## src/rtl/spectrum_pkg.sv

```systemverilog
// Shared types and helpers for the spectrum column writer and its peak-hold memory.
package spectrum_pkg;

  typedef logic [14:0] rgb555_t;

  typedef enum logic [1:0] {
    ST_IDLE,
    ST_PEAK,
    ST_WRITE,
    ST_DONE
  } state_t;

  // Index width that stays at least 1 bit for single-entry dimensions.
  function automatic int unsigned idx_w(input int unsigned n);
    return (n > 1) ? $clog2(n) : 1;
  endfunction

  // Scales each 5-bit component by (y+1)/2^h_w.
  function automatic rgb555_t grade(input rgb555_t c, input int unsigned y,
                                    input int unsigned h_w);
    rgb555_t r;
    int unsigned comp;
    r = '0;
    for (int unsigned i = 0; i < 3; i++) begin
      comp = (32'(c[5*i +: 5]) * (y + 1)) >> h_w;
      r[5*i +: 5] = comp[4:0];
    end
    return r;
  endfunction

endpackage

```

## src/rtl/peak_hold_mem.sv

```systemverilog
// Per-bar peak-hold store: synchronous-read RAM of {top, stamp}, resettable valid bits,
// and the frame-stamped fall-decay that produces the new peak for the current bar.
module peak_hold_mem
  import spectrum_pkg::*;
#(
  parameter int unsigned H_W     = 7,
  parameter int unsigned STAMP_W = 8,
  parameter int unsigned DEPTH   = 128,
  localparam int unsigned A_W    = idx_w(DEPTH)
) (
  input  logic               clk,
  input  logic               rst_n,
  input  logic               rd_en,
  input  logic [A_W-1:0]     addr,
  input  logic               upd_en,
  input  logic [H_W-1:0]     bar,
  input  logic [2:0]         fall_speed,
  input  logic [STAMP_W-1:0] frame_cnt,
  output logic [H_W-1:0]     top
);

  localparam int unsigned D_W = STAMP_W + 3;
  localparam logic [D_W-1:0] DROP_MAX = D_W'((1 << H_W) - 1);

  logic [H_W-1:0]     top_mem   [DEPTH];
  logic [STAMP_W-1:0] stamp_mem [DEPTH];
  logic [DEPTH-1:0]   valid;
  logic [A_W-1:0]     addr_q;
  logic [H_W-1:0]     rd_top;
  logic [STAMP_W-1:0] rd_stamp;
  logic               rd_valid;

  logic [STAMP_W-1:0] elapsed;
  logic [D_W-1:0]     drop_raw;
  logic [H_W-1:0]     drop;
  logic [H_W-1:0]     cur;
  logic [H_W-1:0]     decayed;

  always_ff @(posedge clk) begin
    if (rd_en) begin
      rd_top   <= top_mem[addr];
      rd_stamp <= stamp_mem[addr];
    end
    if (upd_en) begin
      top_mem[addr_q]   <= top;
      stamp_mem[addr_q] <= frame_cnt;
    end
  end

  always_ff @(posedge clk or negedge rst_n) begin
    if (!rst_n) begin
      valid    <= '0;
      rd_valid <= 1'b0;
      addr_q   <= '0;
    end else begin
      if (rd_en) begin
        rd_valid <= valid[addr];
        addr_q   <= addr;
      end
      if (upd_en) valid[addr_q] <= 1'b1;
    end
  end

  // Modulo subtraction already bounds elapsed to 2^STAMP_W-1.
  always_comb begin
    cur      = rd_valid ? rd_top : '0;
    elapsed  = frame_cnt - rd_stamp;
    drop_raw = D_W'(elapsed) * D_W'(fall_speed);
    drop     = (drop_raw > DROP_MAX) ? '1 : drop_raw[H_W-1:0];
    decayed  = (cur > drop) ? cur - drop : '0;
    top      = (bar > decayed) ? bar : decayed;
  end

endmodule

```

## src/rtl/spectrum_column_writer.sv

```systemverilog
// Renders one spectrum bar column per Start into frame-buffer SRAM via burst writes,
// with multi-channel placement, peak hold with fall decay and optional gradation.
module spectrum_column_writer
  import spectrum_pkg::*;
#(
  parameter int unsigned H_W         = 7,
  parameter int unsigned NUM_CH      = 2,
  parameter int unsigned NUM_BARS    = 64,
  parameter int unsigned X_W         = 9,
  parameter int unsigned CH_X_STRIDE = 128,
  parameter int unsigned STAMP_W     = 8,
  parameter int unsigned ADDR_W      = 18,
  localparam int unsigned BI_W       = idx_w(NUM_BARS),
  localparam int unsigned CH_W       = idx_w(NUM_CH)
) (
  input  logic              Clock,
  input  logic              ResetN,
  input  logic              Start,
  input  logic [H_W-1:0]    Bar,
  input  logic [BI_W-1:0]   BarIdx,
  input  logic [CH_W-1:0]   Ch,
  input  logic              NewFrame,
  input  logic              LRChange,
  input  logic              ActiveScreen,
  input  logic              DrawTop,
  input  logic              GradationEn,
  input  logic [2:0]        FallSpeed,
  input  logic [14:0]       BarColor,
  input  logic [14:0]       TopColor,
  input  logic [14:0]       BGColor,
  input  logic              AddrValid,
  output logic              ReqBurstWrite,
  output logic [ADDR_W-1:0] WrAddress,
  output logic [15:0]       WrData,
  output logic [X_W-1:0]    X,
  output logic              Busy,
  output logic              End
);

  localparam int unsigned PA_W = idx_w(NUM_CH * NUM_BARS);
  localparam logic [H_W-1:0] Y_LAST = '1;

  state_t state, state_next;
  logic               peak_phase;
  logic [STAMP_W-1:0] frame_cnt;
  logic               swap, lr_seen;
  logic [CH_W-1:0]    ch_eff, ch_q;
  logic [BI_W-1:0]    idx_q;
  logic [H_W-1:0]     bar_q, top_q, y;
  logic               draw_top_q, grad_q, screen_q;
  rgb555_t            bar_col_q, top_col_q, bg_col_q;

  logic               rd_en, upd_en, load_pix;
  logic [PA_W-1:0]    peak_addr;
  logic [H_W-1:0]     top_new;
  logic [H_W-1:0]     pix_y, pix_top;
  rgb555_t            pix_col;

  assign ch_eff    = swap ? CH_W'(NUM_CH - 1) - Ch : Ch;
  assign peak_addr = PA_W'(32'(ch_q) * NUM_BARS + 32'(idx_q));

  peak_hold_mem #(
    .H_W    (H_W),
    .STAMP_W(STAMP_W),
    .DEPTH  (NUM_CH * NUM_BARS)
  ) u_peak (
    .clk       (Clock),
    .rst_n     (ResetN),
    .rd_en     (rd_en),
    .addr      (peak_addr),
    .upd_en    (upd_en),
    .bar       (bar_q),
    .fall_speed(FallSpeed),
    .frame_cnt (frame_cnt),
    .top       (top_new)
  );

  always_ff @(posedge Clock or negedge ResetN) begin
    if (!ResetN) state <= ST_IDLE;
    else         state <= state_next;
  end

  // Pixel words are precomputed for the next y so WrAddress/WrData come straight from flops.
  always_comb begin
    state_next    = state;
    rd_en         = 1'b0;
    upd_en        = 1'b0;
    load_pix      = 1'b0;
    pix_y         = '0;
    pix_top       = top_q;
    Busy          = 1'b0;
    End           = 1'b0;
    ReqBurstWrite = 1'b0;
    case (state)
      ST_IDLE: if (Start) state_next = ST_PEAK;
      ST_PEAK: begin
        Busy = 1'b1;
        if (!peak_phase) begin
          rd_en = 1'b1;
        end else begin
          upd_en     = 1'b1;
          load_pix   = 1'b1;
          pix_top    = top_new;
          state_next = ST_WRITE;
        end
      end
      ST_WRITE: begin
        Busy          = 1'b1;
        ReqBurstWrite = 1'b1;
        if (AddrValid) begin
          if (y == Y_LAST) begin
            state_next = ST_DONE;
          end else begin
            load_pix = 1'b1;
            pix_y    = y + H_W'(1);
          end
        end
      end
      ST_DONE: begin
        End        = 1'b1;
        state_next = ST_IDLE;
      end
      default: state_next = ST_IDLE;
    endcase
  end

  always_comb begin
    if (draw_top_q && pix_y == pix_top && pix_top != '0) pix_col = top_col_q;
    else if (pix_y < bar_q) pix_col = grad_q ? grade(bar_col_q, 32'(pix_y), H_W) : bar_col_q;
    else pix_col = bg_col_q;
  end

  always_ff @(posedge Clock or negedge ResetN) begin
    if (!ResetN) begin
      peak_phase <= 1'b0;
      frame_cnt  <= '0;
      swap       <= 1'b0;
      lr_seen    <= 1'b0;
      ch_q       <= '0;
      idx_q      <= '0;
      bar_q      <= '0;
      top_q      <= '0;
      y          <= '0;
      draw_top_q <= 1'b0;
      grad_q     <= 1'b0;
      screen_q   <= 1'b0;
      bar_col_q  <= '0;
      top_col_q  <= '0;
      bg_col_q   <= '0;
      X          <= '0;
      WrAddress  <= '0;
      WrData     <= '0;
    end else begin
      if (NewFrame) begin
        frame_cnt <= frame_cnt + STAMP_W'(1);
        swap      <= swap ^ (lr_seen | LRChange);
        lr_seen   <= 1'b0;
      end else if (LRChange) begin
        lr_seen <= 1'b1;
      end
      if (state == ST_IDLE && Start) begin
        ch_q       <= ch_eff;
        idx_q      <= BarIdx;
        bar_q      <= Bar;
        draw_top_q <= DrawTop;
        grad_q     <= GradationEn;
        screen_q   <= ActiveScreen;
        bar_col_q  <= BarColor;
        top_col_q  <= TopColor;
        bg_col_q   <= BGColor;
        peak_phase <= 1'b0;
        X          <= X_W'(32'(ch_eff) * CH_X_STRIDE + 32'(BarIdx));
      end
      if (state == ST_PEAK) peak_phase <= ~peak_phase;
      if (upd_en) top_q <= top_new;
      if (load_pix) begin
        y         <= pix_y;
        WrAddress <= {screen_q, ~pix_y, X, 1'b0};
        WrData    <= {1'b0, pix_col};
      end
    end
  end

endmodule

```

## config.mk

```make
export PLATFORM = sky130hd
export DESIGN_NAME = spectrum_column_writer
export DESIGN_NICKNAME = d
export VERILOG_FILES = /design/src/rtl/spectrum_pkg.sv /design/src/rtl/peak_hold_mem.sv /design/src/rtl/spectrum_column_writer.sv
export SDC_FILE = /design/constraint.sdc
export NUM_CORES = 2
export LEC_CHECK = 0
export CAP_MARGIN = 30
export CORE_AREA = 2 2 407 409
export CTS_CLUSTER_DIAMETER = 120
export DETAILED_ROUTE_END_ITERATION = 12
export DIE_AREA = 0 0 409 411
export GPL_TIMING_DRIVEN = 0
export HOLD_SLACK_MARGIN = 0.1
export PLACE_DENSITY = 0.68
export SLEW_MARGIN = 20
export SYNTH_ARGS = -nofsm -noshare
export SYNTH_HDL_FRONTEND = slang
export SYNTH_HIERARCHICAL = 1
export SYNTH_SLANG_ARGS = --single-unit
```

## constraint.sdc

```tcl
create_clock -name Clock -period 24.3 [get_ports Clock]
set_clock_uncertainty 0.2 [all_clocks]
set_input_delay 6.075 -clock Clock [delete_from_list [all_inputs] [get_ports Clock]]
set_output_delay 6.075 -clock Clock [all_outputs]
set_load 0.01 [all_outputs]
```

==> metrics.txt <==
floorplan die width=409 um; via count of the first global-routing pass=46800; clock tree from TritonCTS=yes; number of iterations in the first detailed-routing pass=5; Port Buffers=108; post-synthesis sequential area ratio=0.722; global-route total usage across every layer=0.282; Clock transition at path regs=0.06 ns; worst-margin pin slew=1.10 ns; post-cts sizing count=0; buffering stage count on the worst path with inverters included=5; Post-Route Setup TNS=0 ns; fraction of the core area covered by cells at the end of the flow=0.632; final setup slack of the worst path=9.97 ns; pin count of the biggest net entering global routing=96; worst hold slack=0.263 ns; final WL=233000 um; post-route design area=104000 um^2; Endpoint, Worst Hold=u_peak/valid[45]$_DFFE_PN0P_; vias after detailed routing=46200; Max Transition Viols Final=0; total number of yosys warnings=6; number of cells on the worst hold path=1; fraction of final layout cells sized beyond drive strength 1=0.315; number of buffers on the longest clock path=3; worst reg2reg setup slack=13.62 ns; top-level I/O count=117; largest area contributor in the synthesized netlist=sky130_fd_sc_hd__edfxtp_1; post-synthesis to final-layout area growth=15.9%; post-detailed-route via-to-cell ratio=6.35; Critical path origin=FallSpeed[1]; wire length of the first global-routing pass=336000 um; die height=411 um; pre-CTS worst setup slack=9.18 ns; arrival time at the worst endpoint=14.83 ns; half-perimeter wire length after detailed placement=164000 um; required time at the worst-slack endpoint=24.80 ns; setup repair after global routing missed its margin=no; total number of clock tree sinks=2190; number of buffers added by the clock tree synthesis step=214; Congestion Overflow GR=0; most instantiated cells after synthesis=sky130_fd_sc_hd__edfxtp_1, sky130_fd_sc_hd__mux4_2, sky130_fd_sc_hd__dfrtp_1, sky130_fd_sc_hd__nor2_1, sky130_fd_sc_hd__or2_2; post-CTS setup buffers=0; top cell type's share of synthesized area=0.650; power density normalized to cell area=130 nW/um^2; Crit path largest cell delay=0.63 ns; Die Footprint=168000 um^2; Compound-Gate Fraction of Synth Area=0.0202; leading cell type by number of instances after synthesis=sky130_fd_sc_hd__edfxtp_1; CP Launch Type=input pin; wire length per cell=32.0 um; Distinct cells, synth=66; Min-Delay Path Class=reg -> reg; mux cell area share after synthesis=0.170; post-route DRC violation count=0; Max rail drop VDD=0.000123 V; CP delay by family, top=compound AO/OA/AOI/OAI gates; latest clock arrival within the worst-skew pair=0.87 ns; worst r2r path cells=40; post-layout min period=14.33 ns; master of the slowest instance on the critical path=sky130_fd_sc_hd__clkdlybuf4s50_1; clock tree root driver cell=sky130_fd_sc_hd__clkbuf_16; weighted congestion at the end of routability-driven global placement=1.01; final antenna-violating net count=0; result of the run=completed; Crit Reg-Reg Startpoint=frame_cnt[0]$_DFFE_PN0P_; Syn Area/Cell=20.3 um^2; number of enable flip-flop cells after synthesis=1935; post-synthesis adder-cell area fraction=0.0266; Max Fclk=69.8 MHz; share of the synthesized netlist area taken by xor and xnor gates=0.00519; worst max-slew margin expressed relative to the limit=0.266; Placed Area=96400 um^2; Area contributors post-synth=sky130_fd_sc_hd__edfxtp_1, sky130_fd_sc_hd__mux4_2, sky130_fd_sc_hd__dfrtp_1, sky130_fd_sc_hd__ha_1, sky130_fd_sc_hd__fa_1; cell area after synthesis=89400 um^2; gate count after technology mapping=4396; nets@finish=5122; largest family of logic cells by synthesized area=multiplexers; cell leakage power=36.2 nW; fin crit share=0.590; cts hold-fix bufs=0; top fanout value on the critical path=23; Simple-Gate Fraction of Synth Area=0.0389; initial cell density of the core=0.545; Core ar.=164000 um^2; most frequent cell on the critical path=sky130_fd_sc_hd__a21oi_1; Reg2Reg Capture Point=WrData[5]$_DFFE_PN0P_; H-tree Lvls=4; hold_sp=u_peak/valid[45]$_DFFE_PN0P_; share of synthesized flip-flops with an asynchronous set or reset=0.116; number of antenna violations at the first check in global routing=6; Main synth FF type=sky130_fd_sc_hd__edfxtp_1; category of the worst setup path capture point=flip-flop; maxcap violations=0; register bit total from synthesis=2190; final-report hold violation count=0; number of design-rule violations left by the first detailed-router iteration=6123; number of failing setup endpoints in the final timing report=0; floorplan row count=149; start-to-end type of the worst setup path=in -> reg
-- placed cells by master, fill, tap and decap left out, types with 17 or more instances in the layout --
cell | netlist | layout
sky130_fd_sc_hd__clkinv_1 | 0 | 49
sky130_fd_sc_hd__buf_6 | 10 | 94
sky130_fd_sc_hd__inv_1 | 110 | 110
sky130_fd_sc_hd__mux4_2 | 617 | 617
sky130_fd_sc_hd__clkdlybuf4s50_1 | 0 | 107
sky130_fd_sc_hd__buf_1 | 20 | 17
sky130_fd_sc_hd__o211ai_1 | 20 | 20
sky130_fd_sc_hd__fa_1 | 57 | 57
sky130_fd_sc_hd__clkinv_2 | 0 | 37
sky130_fd_sc_hd__a21oi_1 | 46 | 46
sky130_fd_sc_hd__xnor2_1 | 37 | 37
sky130_fd_sc_hd__nor2_1 | 186 | 58
sky130_fd_sc_hd__o21ai_0 | 31 | 26
sky130_fd_sc_hd__nand3_1 | 34 | 34
sky130_fd_sc_hd__a22oi_1 | 68 | 68
sky130_fd_sc_hd__edfxtp_1 | 1935 | 1935
sky130_fd_sc_hd__dfrtp_1 | 255 | 247
sky130_fd_sc_hd__mux2_2 | 72 | 72
sky130_fd_sc_hd__buf_8 | 0 | 45
sky130_fd_sc_hd__buf_2 | 77 | 80
sky130_fd_sc_hd__bufinv_16 | 0 | 20
sky130_fd_sc_hd__or2_2 | 129 | 129
sky130_fd_sc_hd__ha_1 | 99 | 99
sky130_fd_sc_hd__nor2_2 | 3 | 116
sky130_fd_sc_hd__nand2_1 | 123 | 123
sky130_fd_sc_hd__buf_16 | 0 | 32
sky130_fd_sc_hd__buf_4 | 31 | 31
sky130_fd_sc_hd__nor2b_1 | 48 | 47
sky130_fd_sc_hd__clkbuf_1 | 77 | 108
sky130_fd_sc_hd__mux2i_1 | 51 | 51
sky130_fd_sc_hd__clkbuf_16 | 0 | 214
sky130_fd_sc_hd__nand4_1 | 25 | 25
sky130_fd_sc_hd__and2_1 | 72 | 72
-- through the flow --
step / total power [mW] / std cells
2_1_floorplan: 8.11 / 4401
3_3_place_gp: 10.1 / 6698
3_5_place_dp: 10.2 / 6866
4_1_cts: 13.5 / 7271
5_1_grt: 13.9 / 7273
6_report: 13.4 / 7275
-- layer usage --
metal	GRT usage	up-vias	wire length, um
met5	0	-	0
met4	0.116	0	10600
met2	0.440	2309	111000
met3	0.0662	419	21300
li1	-	18800	-
met1	0.387	24700	90300
-- layout make-up --
type | instances | area, um^2
multi-input combinational | 1883 | 23900
buffer | 215 | 1110
tap | 2189 | 2740
antenna | 2 | 5.00
inverter | 113 | 424
fill | 11100 | 60300
sequential | 2190 | 64500
clock inverter | 136 | 1500
clock buffer | 269 | 5670
timing repair buffer | 278 | 3770
-- kinds of logic after synthesis --
| family | count (synthesis) |
|---|---|
| other | 1 |
| XOR/XNOR | 53 |
| AO/OA/AOI/OAI | 248 |
| flip-flops | 2190 |
| adder cells (fa/ha/maj) | 156 |
| multiplexers | 740 |
| AND/OR/NAND/NOR | 680 |
| buffers and inverters | 328 |
-- power by group --
part	internal (mW)	switching [mW]
sequential	5.00	0.220
combinational	1.92	2.97
clock	1.88	1.44
-- flip-flops by register name, summed over array words and instances (netlist names), 8 cells and up --
register,cells
u_peak/stamp_mem,1024
u_peak/top_mem,896
u_peak/valid,128
WrAddress,15
WrData,15
bar_col_q,15
bg_col_q,15
top_col_q,15
frame_cnt,8
u_peak/rd_stamp,8
-- worst max path at each step --
stage / to / slack (ns) / depth (start not counted)
4_1_cts: WrData[8]$_DFFE_PN0P_ / 10.02 / 35
5_1_grt: WrData[4]$_DFFE_PN0P_ / 9.13 / 35
3_5_place_dp: WrData[5]$_DFFE_PN0P_ / 9.18 / 35
6_report: WrData[5]$_DFFE_PN0P_ / 9.97 / 35
2_1_floorplan: WrData[0]$_DFFE_PN0P_ / 5.55 / 34
3_3_place_gp: WrData[12]$_DFFE_PN0P_ / -2.77 / 34
Power figures use the tool's default switching activity.
